--- src/rtl/ahb_dec_pkg.sv ---
// Shared definitions for the AHB-Lite decoder/mux and its default slave.
// Latency: n/a (constants and types only).
// Backpressure: n/a.
package ahb_dec_pkg;

    // HTRANS transfer types
    localparam logic [1:0] HTRANS_IDLE   = 2'b00;
    localparam logic [1:0] HTRANS_BUSY   = 2'b01;
    localparam logic [1:0] HTRANS_NONSEQ = 2'b10;
    localparam logic [1:0] HTRANS_SEQ    = 2'b11;

    // HRESP codes
    localparam logic HRESP_OKAY  = 1'b0;
    localparam logic HRESP_ERROR = 1'b1;

    // Default-slave state
    typedef enum logic [1:0] {
        DS_IDLE = 2'd0,
        DS_ERR1 = 2'd1,
        DS_ERR2 = 2'd2
    } ds_state_t;

    // System memory map: five slaves decoded on HADDR[31:27].
    // Entry i lives at [i*5 +: 5]; slave 0 is region 0 (boot/ROM).
    localparam int unsigned DEF_NUM_SLV   = 5;
    localparam int unsigned DEF_DEC_BITS  = 5;
    localparam int unsigned DEF_REMAP_SLV = 3;
    localparam logic [DEF_NUM_SLV*DEF_DEC_BITS-1:0] DEF_SLV_MATCH =
        {5'b01010, 5'b01000, 5'b00110, 5'b00100, 5'b00000};

endpackage

--- src/rtl/ahb_default_slave.sv ---
// AHB-Lite default slave: two-cycle ERROR for NONSEQ/SEQ to unmapped space,
// zero-wait OKAY otherwise. Latency: response starts the edge after capture.
// Backpressure: inserts one wait state (ERR1) per error; honours hready.
// Ports: clk/reset (sync, active-high); hready = muxed bus ready;
//   hsel_default/htrans = address phase; hreadyout_d/hresp_d = response.
module ahb_default_slave
    import ahb_dec_pkg::*;
(
    input  logic       clk,
    input  logic       reset,
    input  logic       hready,
    input  logic       hsel_default,
    input  logic [1:0] htrans,
    output logic       hreadyout_d,
    output logic       hresp_d
);

    ds_state_t state;
    logic      xfer;
    logic      capture;

    // Only real transfers (NONSEQ/SEQ) earn an ERROR
    assign xfer    = (htrans != HTRANS_IDLE) && (htrans != HTRANS_BUSY);
    assign capture = hready && hsel_default && xfer;

    always_ff @(posedge clk) begin
        if (reset) begin
            state <= DS_IDLE;
        end else begin
            case (state)
                DS_IDLE: state <= capture ? DS_ERR1 : DS_IDLE;
                DS_ERR1: state <= DS_ERR2;
                DS_ERR2: state <= capture ? DS_ERR1 : DS_IDLE;
                default: state <= DS_IDLE;
            endcase
        end
    end

    // ERR1 stalls with ERROR, ERR2 completes with ERROR
    assign hreadyout_d = (state != DS_ERR1);
    assign hresp_d     = (state == DS_IDLE) ? HRESP_OKAY : HRESP_ERROR;

endmodule

--- src/rtl/ahb_decoder_mux.sv ---
// AHB-Lite address decoder + slave response mux with built-in default slave.
// Latency: decode 0 cycles; response mux 0 cycles; data-phase select 1 edge.
// Backpressure: data-phase select holds while HREADY=0; HSEL keeps tracking.
// Ports: HCLK/HRESET (sync, active-high); HADDR/HTRANS/REMAP address phase;
//   HSEL/HSELDefault one-hot selects; HRDATA_S/HREADYOUT_S/HRESP_S slave
//   responses; HRDATA/HREADY/HRESP muxed back to master (HREADY to slaves).
module ahb_decoder_mux
    import ahb_dec_pkg::*;
#(
    parameter int unsigned NUM_SLV   = DEF_NUM_SLV,
    parameter int unsigned DATA_W    = 32,
    parameter int unsigned DEC_BITS  = DEF_DEC_BITS,
    parameter logic [NUM_SLV*DEC_BITS-1:0] SLV_MATCH = DEF_SLV_MATCH,
    parameter int unsigned REMAP_SLV = DEF_REMAP_SLV
) (
    input  logic                      HCLK,
    input  logic                      HRESET,
    input  logic [31:0]               HADDR,
    input  logic [1:0]                HTRANS,
    input  logic                      REMAP,
    output logic [NUM_SLV-1:0]        HSEL,
    output logic                      HSELDefault,
    input  logic [NUM_SLV*DATA_W-1:0] HRDATA_S,
    input  logic [NUM_SLV-1:0]        HREADYOUT_S,
    input  logic [NUM_SLV-1:0]        HRESP_S,
    output logic [DATA_W-1:0]         HRDATA,
    output logic                      HREADY,
    output logic                      HRESP
);

    // Default entry sits at the top bit of the data-phase select
    localparam logic [NUM_SLV:0] DSEL_DEF = {1'b1, {NUM_SLV{1'b0}}};

    logic [DEC_BITS-1:0] field;
    logic [NUM_SLV-1:0]  hsel_dec;
    logic                hit;
    logic [NUM_SLV:0]    dsel;
    logic                hreadyout_d;
    logic                hresp_d;
    logic                unused_addr;

    assign field       = HADDR[31 -: DEC_BITS];
    assign unused_addr = &{1'b0, HADDR[31-DEC_BITS:0]};

    // Address decode: lowest matching entry wins, remap overrides region 0
    always_comb begin
        hsel_dec = '0;
        hit      = 1'b0;
        for (int i = 0; i < NUM_SLV; i++) begin
            if (!hit && (SLV_MATCH[i*DEC_BITS +: DEC_BITS] == field)) begin
                hsel_dec[i] = 1'b1;
                hit         = 1'b1;
            end
        end
        if (REMAP && (field == '0)) begin
            hsel_dec            = '0;
            hsel_dec[REMAP_SLV] = 1'b1;
            hit                 = 1'b1;
        end
        HSEL        = HRESET ? '0 : hsel_dec;
        HSELDefault = HRESET | ~hit;
    end

    // Data-phase select advances only when the current data phase completes
    always_ff @(posedge HCLK) begin
        if (HRESET) begin
            dsel <= DSEL_DEF;
        end else if (HREADY) begin
            dsel <= {HSELDefault, HSEL};
        end
    end

    ahb_default_slave u_default_slave (
        .clk          (HCLK),
        .reset        (HRESET),
        .hready       (HREADY),
        .hsel_default (HSELDefault),
        .htrans       (HTRANS),
        .hreadyout_d  (hreadyout_d),
        .hresp_d      (hresp_d)
    );

    // Response mux; dsel is one-hot so at most one branch fires
    always_comb begin
        HRDATA = '0;
        HREADY = 1'b0;
        HRESP  = HRESP_OKAY;
        if (dsel[NUM_SLV]) begin
            HREADY = hreadyout_d;
            HRESP  = hresp_d;
        end
        for (int i = 0; i < NUM_SLV; i++) begin
            if (dsel[i]) begin
                HRDATA = HRDATA_S[i*DATA_W +: DATA_W];
                HREADY = HREADYOUT_S[i];
                HRESP  = HRESP_S[i];
            end
        end
    end

endmodule

--- config.mk ---
export PLATFORM = sky130hd
export DESIGN_NAME = ahb_decoder_mux
export DESIGN_NICKNAME = d
export VERILOG_FILES = /design/src/rtl/ahb_dec_pkg.sv /design/src/rtl/ahb_default_slave.sv /design/src/rtl/ahb_decoder_mux.sv
export SDC_FILE = /design/constraint.sdc
export NUM_CORES = 1
export LEC_CHECK = 0
export CORE_AREA = 5 5 93 95
export CTS_BUF_LIST = sky130_fd_sc_hd__clkbuf_16
export DETAILED_ROUTE_END_ITERATION = 10
export DIE_AREA = 0 0 98 100
export DONT_BUFFER_PORTS = 1
export GPL_TIMING_DRIVEN = 0
export HOLD_SLACK_MARGIN = 0.05
export PLACE_DENSITY = 0.43
export SLEW_MARGIN = 20
export SYNTH_ARGS = -nofsm -noshare
export SYNTH_HDL_FRONTEND = slang
export SYNTH_SLANG_ARGS = --single-unit
--- constraint.sdc ---
create_clock -name HCLK -period 2.3 [get_ports HCLK]
set_input_delay 0.23 -clock HCLK [delete_from_list [all_inputs] [get_ports HCLK]]
set_output_delay 0.23 -clock HCLK [all_outputs]
set_load 0.05 [all_outputs]
=== Yosys cells after proc, flatten, opt, wreduce, memory -nomap -nowiden ===
Cells that the tools add are included.

* Add/subtract/negate cells: 0
* $mul: 0
* Divide/modulo/power cells: 0
* $lt $le $gt $ge: 0
* Eq/ne operators: 8
* Shift-type cells: 0
* Muxes and demuxes: 32
* Bitwise operators: 2
* Reductions and logical operators: 16

{| class="wikitable"
|+ Operators with widths
! operator !! count
|-
| $mux W32 || 5
|-
| $mux W1 || 24
|-
| $eq A3 B5 Y1 const A || 2
|-
| $eq A4 B5 Y1 const A || 2
|-
| $mux W5 || 2
|-
| $logic_and A1 B1 Y1 || 8
|-
| $logic_not A5 Y1 || 1
|-
| $logic_not A1 Y1 || 4
|-
| $ne A2 B1 Y1 const B || 2
|-
| $pmux W2 S2 || 1
|-
| $eq A2 B1 Y1 const B || 1
|-
| $eq A2 B2 Y1 const B || 1
|-
| $logic_not A2 Y1 || 1
|-
| $reduce_bool A2 Y1 || 1
|-
| $reduce_or A2 Y1 || 1
|-
| $not A1 Y1 || 1
|-
| $or A1 B1 Y1 || 1
|}

* Bits in registers: 8
* Latch bits: 0
* RAM bits: 0
* Memory bits (read-only): 0
* Input bits: 207
* Output and inout bits: 40
* Logic and storage cells: 60
* Memories: 0

=== Depth between registers and ports, before layout ===
Gate-level depths: netlist (run 1).

* Word-level depth: 21
* Mapped depth: 7
* Depth with buffers taken out: 4

=== By module ===
From an unflattened synthesis (run 1), not the netlist that was laid out.

* Cells, all modules: 227
* Area, all modules: 1,687.9 µm²

{| class="wikitable"
|+ By module, submodules not included
! module !! times used !! cells each !! area an instance (µm²) !! seq. area each (µm²)
|-
| ahb_decoder_mux || 1 || 220 || 1,614.0 || 120.1
|-
| ahb_default_slave || 1 || 7 || 73.8 || 40.0
|}

=== Worst setup path after synthesis (run 1) ===
No wires, ideal clock.

* Kind: input -> register
* Start point: in HRESET
* End point: reg dsel[2]
* Setup time: 0.071 ns
* Arrival: 2.562 ns
* Data required time: 2.229 ns
* Slack: -0.332 ns
* Stages: 3
* Path buffers: 0
* Cell sequence: or3_4 > nor4b_1 > mux2_1

* Word-level cells in the longest chain between the ends: 1

{| class="wikitable"
|+ Ends and longest elaborated chain
! element !! RTL line !! RTL
|-
| from (decl) || ahb_decoder_mux.sv:17 || <nowiki>input logic HRESET,</nowiki>
|-
| $mux W5 || ahb_decoder_mux.sv:60 || <nowiki>HSEL = HRESET ? '0 : hsel_dec;</nowiki>
|-
| via HSEL[2] || ahb_decoder_mux.sv:21 || <nowiki>output logic [NUM_SLV-1:0] HSEL,</nowiki>
|-
| to (signal assigned) || ahb_decoder_mux.sv:69 || <nowiki>dsel <= {HSELDefault, HSEL};</nowiki>
|-
| to (decl) || ahb_decoder_mux.sv:37 || <nowiki>logic [NUM_SLV:0] dsel;</nowiki>
|}

The timed path passes the listed nets, and every way through them passes these cells.
A chain may end at the register's enable or synchronous reset.

=== Worst setup path in the final report (run 1) ===
* Start point: reg dsel[2]
* End point: out HRDATA[23]

* Word-level cells in the longest chain between the ends: 3

{| class="wikitable"
|+ Ends and longest elaborated chain
! element !! RTL line !! RTL
|-
| $mux W32 (3 in series) || ahb_decoder_mux.sv:93 || <nowiki>if (dsel[i]) begin</nowiki>
|-
| to (decl) || ahb_decoder_mux.sv:26 || <nowiki>output logic [DATA_W-1:0] HRDATA,</nowiki>
|}

No other way between the ends.

==> results.ini, run 1 <==
[pwr]
powerDensity_nw_per_um2=283
ir_drop_mv=0.397
power_mw=0.682
cellLeakagePower_nw=0.745

[floorplan]
die_height_um=100
rows=32
die_w_um=98
start_util_pct=23.4
io_pins=247
coreArea_um2=7650
die_area_um2=9800

[sta]
hold_viol_final=0
finalCriticalPeriod_ns=2.20
setup_viol=0
finalWorstSetupSlack_ns=0.102
grt_setup_unrepaired=false
clock_skew_ns=0.000942
worst_pin_slew_ns=0.966
drv_slew=0
maxSlewHeadroom_pct=35.4
max_freq_mhz=455
holdWs_ns=0.0722
finalCritPeriodShare_pct=95.6

[cells_and_area]
drive_gt1_share_pct=22.9
antennaDiodeCount=0
fill_cells=839
finalNonFillerCells=386
syn_to_final_growth_pct=34.9
fin_nets=493

[global_route]
grt_usage_pct=17.4
grt_start_max_net_pins=11
grt_pass1_wl_mm=13.7
antenna_found_initial=0
grt_pass1_vias=2542
grt.overflow.total=0

[placement]
numPortBuffers=0
dp_cells=383
dpl.hpwl_mm=7.43
globalplace.congestion=0.852
post-place-ws_ns=-0.244

[synth]
yosysMostFrequentCell=nand2_1
synth.net_count=488
yosysSeqAreaShare_pct=8.96
ys_ff_latch=8
synth_edf_count=0
ys.flop_type=dfxtp_1
syn_area_um2=1790
ys_types=28
synth_area_leader_cell=a221oi_1
synthArstFlopShare_pct=0
synth_commonest_cells=nand2_1, nor2b_1, a221oi_1, o21ai_0, o31a_1
yosysWarningCount=0
syn_area_per_cell_um2=6.36
synth_area_leaders=a221oi_1, o31a_1, nand2_1, nor2b_1, o21ai_0
yosysTopAreaCellShare_pct=16.7
syn_inst=281

[critical_path]
cp_slowest_cell=dfxtp_1
cp.required_ns=2.07
end_kind=primary output
cpPeakStageDelay_ns=0.44
path_class=register to primary output
critical_path_arrival_ns=1.97
cpMostUsedCell=buf_2
crit_path_cell_trace=buf_2 -> buf_2 -> a221oi_1 -> o31a_1 -> o21ai_4
cp_max_fo=10
cp-start-kind=register

[clocking]
holdBufCountCts=0
clk_latency_ns=0.23
h-tree-depth=1
cts.sinks=8
cts_tree=yes
numCtsBuffers=3
clk_pin_slew_ns=0.04
root_buffer=clkbuf_16
cts_max_path_buffers=2

[route]
ant_nets=0
wl_per_cell_um=24.2
vias=2292
drt_first_iter_violations=63
via_per_inst=5.94
dr.pass1.iters=4
routed_wl_mm=9.36
route.detailed.drc=0

[worst_hold_path]
hold_path_class=primary input to register

[flow_run]
maxCapViolCount=0

[status]
outcome=completed

[critical path: cells and delay by family, from the launching register on]
family                 cells  cell delay (ns)
AOI/OAI and AO/OA          3             0.77
buffers and inverters      2             0.52
DFF                        1             0.44
[path summary, 6_finish.rpt]
path / startpoint / end / slack [ns] / depth (start not counted)
max reg2reg: dsel[1]$_SDFFE_PP0P_ / dsel[0]$_SDFFE_PP0P_ / 0.49 / 6
max: dsel[2]$_SDFFE_PP0P_ / HRDATA[23] / 0.10 / 5
min reg2reg: u_default_slave.state[0]$_SDFF_PP0_ / u_default_slave.state[1]$_SDFF_PP0_ / 0.50 / 2
min: HRESET / u_default_slave.state[1]$_SDFF_PP0_ / 0.07 / 1
[cell families after synthesis]
| logic type | count (synthesis) | share of synthesized area, % |
|---|---|---|
| AND/OR/NAND/NOR | 124 | 34.1 |
| buffers and inverters | 36 | 8.26 |
| multiplexers | 5 | 3.08 |
| flip-flops | 8 | 8.96 |
| AO/OA/AOI/OAI | 108 | 45.6 |
[registers in the layout, indices dropped and copies added, names as in the netlist]
signal,flops
dsel,6
u_default_slave.state,2
[cell type report]
class / instances / area, µm² / share of cell area, %
tap: 102 / 128 / 5.29
multi-input combinational: 237 / 1870 / 77.4
inverter: 5 / 18.8 / 0.778
buffer: 31 / 164 / 6.79
sequential: 8 / 160 / 6.64
clock buffer: 3 / 75.1 / 3.11
[metrics by stage]
stage	area (µm²)	TNS (ns)	util, %
6_report	2410	0	31.5
4_1_cts	2390	-0.00117	31.3
3_3_place_gp	1930	-7.74	25.2
3_5_place_dp	1950	-5.64	25.4
2_1_floorplan	1800	0	-
5_1_grt	2410	0	31.5
[what timing repair did]
action | 4_1_cts | 5_1_grt
setup endpoints to repair | 33 | 30
pin swaps | 1 | 3
buffers inserted | 0 | 0
resized for setup | 75 | 20
[report_power, final]
group          switching, mW  internal (mW)  leakage, nW  total, mW
sequential           0.00236          0.144       0.0649      0.146
combinational          0.178         0.0700        0.643      0.248
clock                 0.0644          0.224       0.0370      0.288
[cells in the final DEF (no fill, tap or decap), drive strengths merged, types with 2 or more instances in the layout]
cell type,instances
clkbuf,25
nor2b,39
o21ai,34
mux2,4
nor3b,2
nor2,7
nand2,66
nor3,3
o31a,32
dfxtp,8
a21oi,4
or3,2
a221o,2
a221oi,34
buf,9
inv,5
[routing by layer]
layer | part of all wire [%] | vias up | global-route usage [%] | routed length (µm)
li1 | - | 1051 | - | -
met1 | 37 | 1091 | 19.3 | 3480
met2 | 53 | 144 | 34.0 | 4980
met3 | 9.1 | 6 | 4.31 | 850
met4 | 0.62 | 0 | 2.24 | 58
met5 | 0 | - | 0 | 0
No activity file was read; power rests on OpenSTA's default activity.
==> inputs of run 2 (changes only) <==
--- a/config.mk
+++ b/config.mk
@@ -5,6 +5,8 @@
 export SDC_FILE = /design/constraint.sdc
 export NUM_CORES = 1
 export LEC_CHECK = 0
+export CELL_PAD_IN_SITES_DETAIL_PLACEMENT = 0
+export CELL_PAD_IN_SITES_GLOBAL_PLACEMENT = 1
 export CORE_AREA = 5 5 93 95
 export CTS_BUF_LIST = sky130_fd_sc_hd__clkbuf_16
 export DETAILED_ROUTE_END_ITERATION = 10
@@ -12,7 +14,7 @@
 export DONT_BUFFER_PORTS = 1
 export GPL_TIMING_DRIVEN = 0
 export HOLD_SLACK_MARGIN = 0.05
-export PLACE_DENSITY = 0.43
+export PLACE_DENSITY = 0.62
 export SLEW_MARGIN = 20
 export SYNTH_ARGS = -nofsm -noshare
 export SYNTH_HDL_FRONTEND = slang
==> run 2 against run 1 <==
Net effect: design area down 0.10%; final cell count unchanged; non-clock buffer count unchanged; maximum frequency increased by 0.19%; register-to-register slack worse by 0.03 ns; critical path type unchanged; largest cell class unchanged; largest power group unchanged; highest routed layer unchanged.
==> results.ini, run 2 (synthesis gave the netlist of run 1 again) <==
[placement]
globalplace.congestion=0.900
dpl.hpwl_mm=7.25
numPortBuffers=0
placed_area_um2=1950

[floorplan]
die_w_um=98
start_util_pct=23.4
io_pins=247
die_area_um2=9800
coreArea_um2=7650
die_height_um=100
rows=32

[pwr]
powerDensity_nw_per_um2=286
cellLeakagePower_nw=0.743
ir_drop_mv=0.346

[route]
drt_first_iter_violations=45
ant_nets=0
dr.pass1.iters=4
wl_met1_mm=3.49
wl_met3_um=808
via_per_inst=5.95
routed_wl_mm=9.17
route.detailed.drc=0
routed.top_layer=met4
vias=2297
wl_met2_mm=4.76
wl_per_cell_um=23.8

[critical_path]
crit_path_cell_trace=buf_4 -> nor2b_1 -> clkbuf_4 -> buf_4 -> a221oi_1 -> o31a_1 -> o21ai_4
cp_max_fo=10
cpMostUsedCell=buf_4
cp_slowest_cell=o21ai_4
end_kind=primary output
cpPeakStageDelay_ns=0.38
cp.required_ns=2.07
cp-start-kind=register
r2r_cells=6
path_class=register to primary output
critical_path_arrival_ns=1.96

[clocking]
clk_pin_slew_ns=0.04
numCtsBuffers=3
cts.sinks=8
cts_tree=yes
clk_latency_ns=0.23
holdBufCountCts=0
root_buffer=clkbuf_16
cts_setup_buffers=0
cts_max_path_buffers=2
h-tree-depth=1

[sta]
maxSlewHeadroom_pct=34.4
holdWs_ns=0.0668
finalCriticalPeriod_ns=2.19
max_freq_mhz=456
grt_setup_unrepaired=false
drv_slew=0
clock_skew_ns=0.00181
worst_pin_slew_ns=0.980
finalCritPeriodShare_pct=95.4
hold_viol_final=0
setup_viol=0

[cells_and_area]
layout_common_cells=nand2_1, nor2b_1, a221oi_1, o31a_1, o21ai_4
fin_util_pct=31.5
drive_gt1_share_pct=23.2
syn_to_final_growth_pct=34.8
fin_area_um2=2410
fin_nets=493
final_common_cell=nand2_1
largest_reg_flops=6
antennaDiodeCount=0
max_flop_register=dsel
top_regs=dsel x6, u_default_slave.state x2

[status]
outcome=completed

[global_route]
grt.overflow.total=0
grt_pass1_wl_mm=13.8
antenna_found_initial=0
grt_start_max_net_pins=11
grt_usage_pct=17.3
grt_pass1_vias=2518

[worst_hold_path]
hold_path_class=primary input to register
holdPathStages=1

[flow_run]
maxCapViolCount=0

run 2: changes by cell type in the layout (fill, tap and decap cells not counted), sizes merged:
cell    before  now
buf          9    6
clkbuf      25   28
run 2: what timing repair did:
item	in CTS	in global routing
pin swaps	1	2
endpoints found under the setup margin	33	33
gates resized for setup	71	22
run 2: worst max-delay path: cells and delay by family, from the launching register on:
family | cells | cell delay [ns]
compound gates | 3 | 0.77
buf+inv | 3 | 0.56
simple gates | 1 | 0.11
flops | 1 | 0.29
run 2: final timing paths:
path / startpoint / to / slack, ns
worst max-delay path: dsel[1]$_SDFFE_PP0P_ / HRDATA[23] / 0.11
worst min-delay path: HRESET / u_default_slave.state[1]$_SDFF_PP0_ / 0.07
worst max register to register: dsel[1]$_SDFFE_PP0P_ / dsel[3]$_SDFFE_PP0P_ / 0.46
worst min register to register: u_default_slave.state[0]$_SDFF_PP0_ / u_default_slave.state[1]$_SDFF_PP0_ / 0.48
run 2: layout make-up:
| class | count | area (µm²) |
|---|---|---|
| Tap cell | 102 | 128 |
| Multi-Input combinational cell | 237 | 1870 |
| Buffer | 31 | 160 |
| Clock buffer | 3 | 75.1 |
| Sequential cell | 8 | 161 |
| Fill cell | 839 | 5240 |
| Inverter | 5 | 18.8 |
run 2: report_power, final:
group	total, mW	internal, mW	switching, mW
combinational	0.247	0.0700	0.177
sequential	0.146	0.144	0.00239
clock	0.296	0.225	0.0716
run 2: per-layer routing:
metal / global-route usage, % / vias up
li1: - / 1058
met1: 19.4 / 1075
met2: 32.5 / 154
met3: 4.66 / 10
met4: 4.05 / 0
met5: 0 / -
run 2: per-stage QoR:
step           setup TNS, ns  worst slack [ns]  power, mW  instances
6_report                   0             0.106      0.690        386
5_1_grt                    0          0.000572      0.714        386
4_1_cts               -0.224           -0.0622      0.692        386
3_5_place_dp           -6.05            -0.284      0.365        383
3_3_place_gp           -6.70            -0.433      0.360        383
2_1_floorplan              0            0.0111      0.336        281
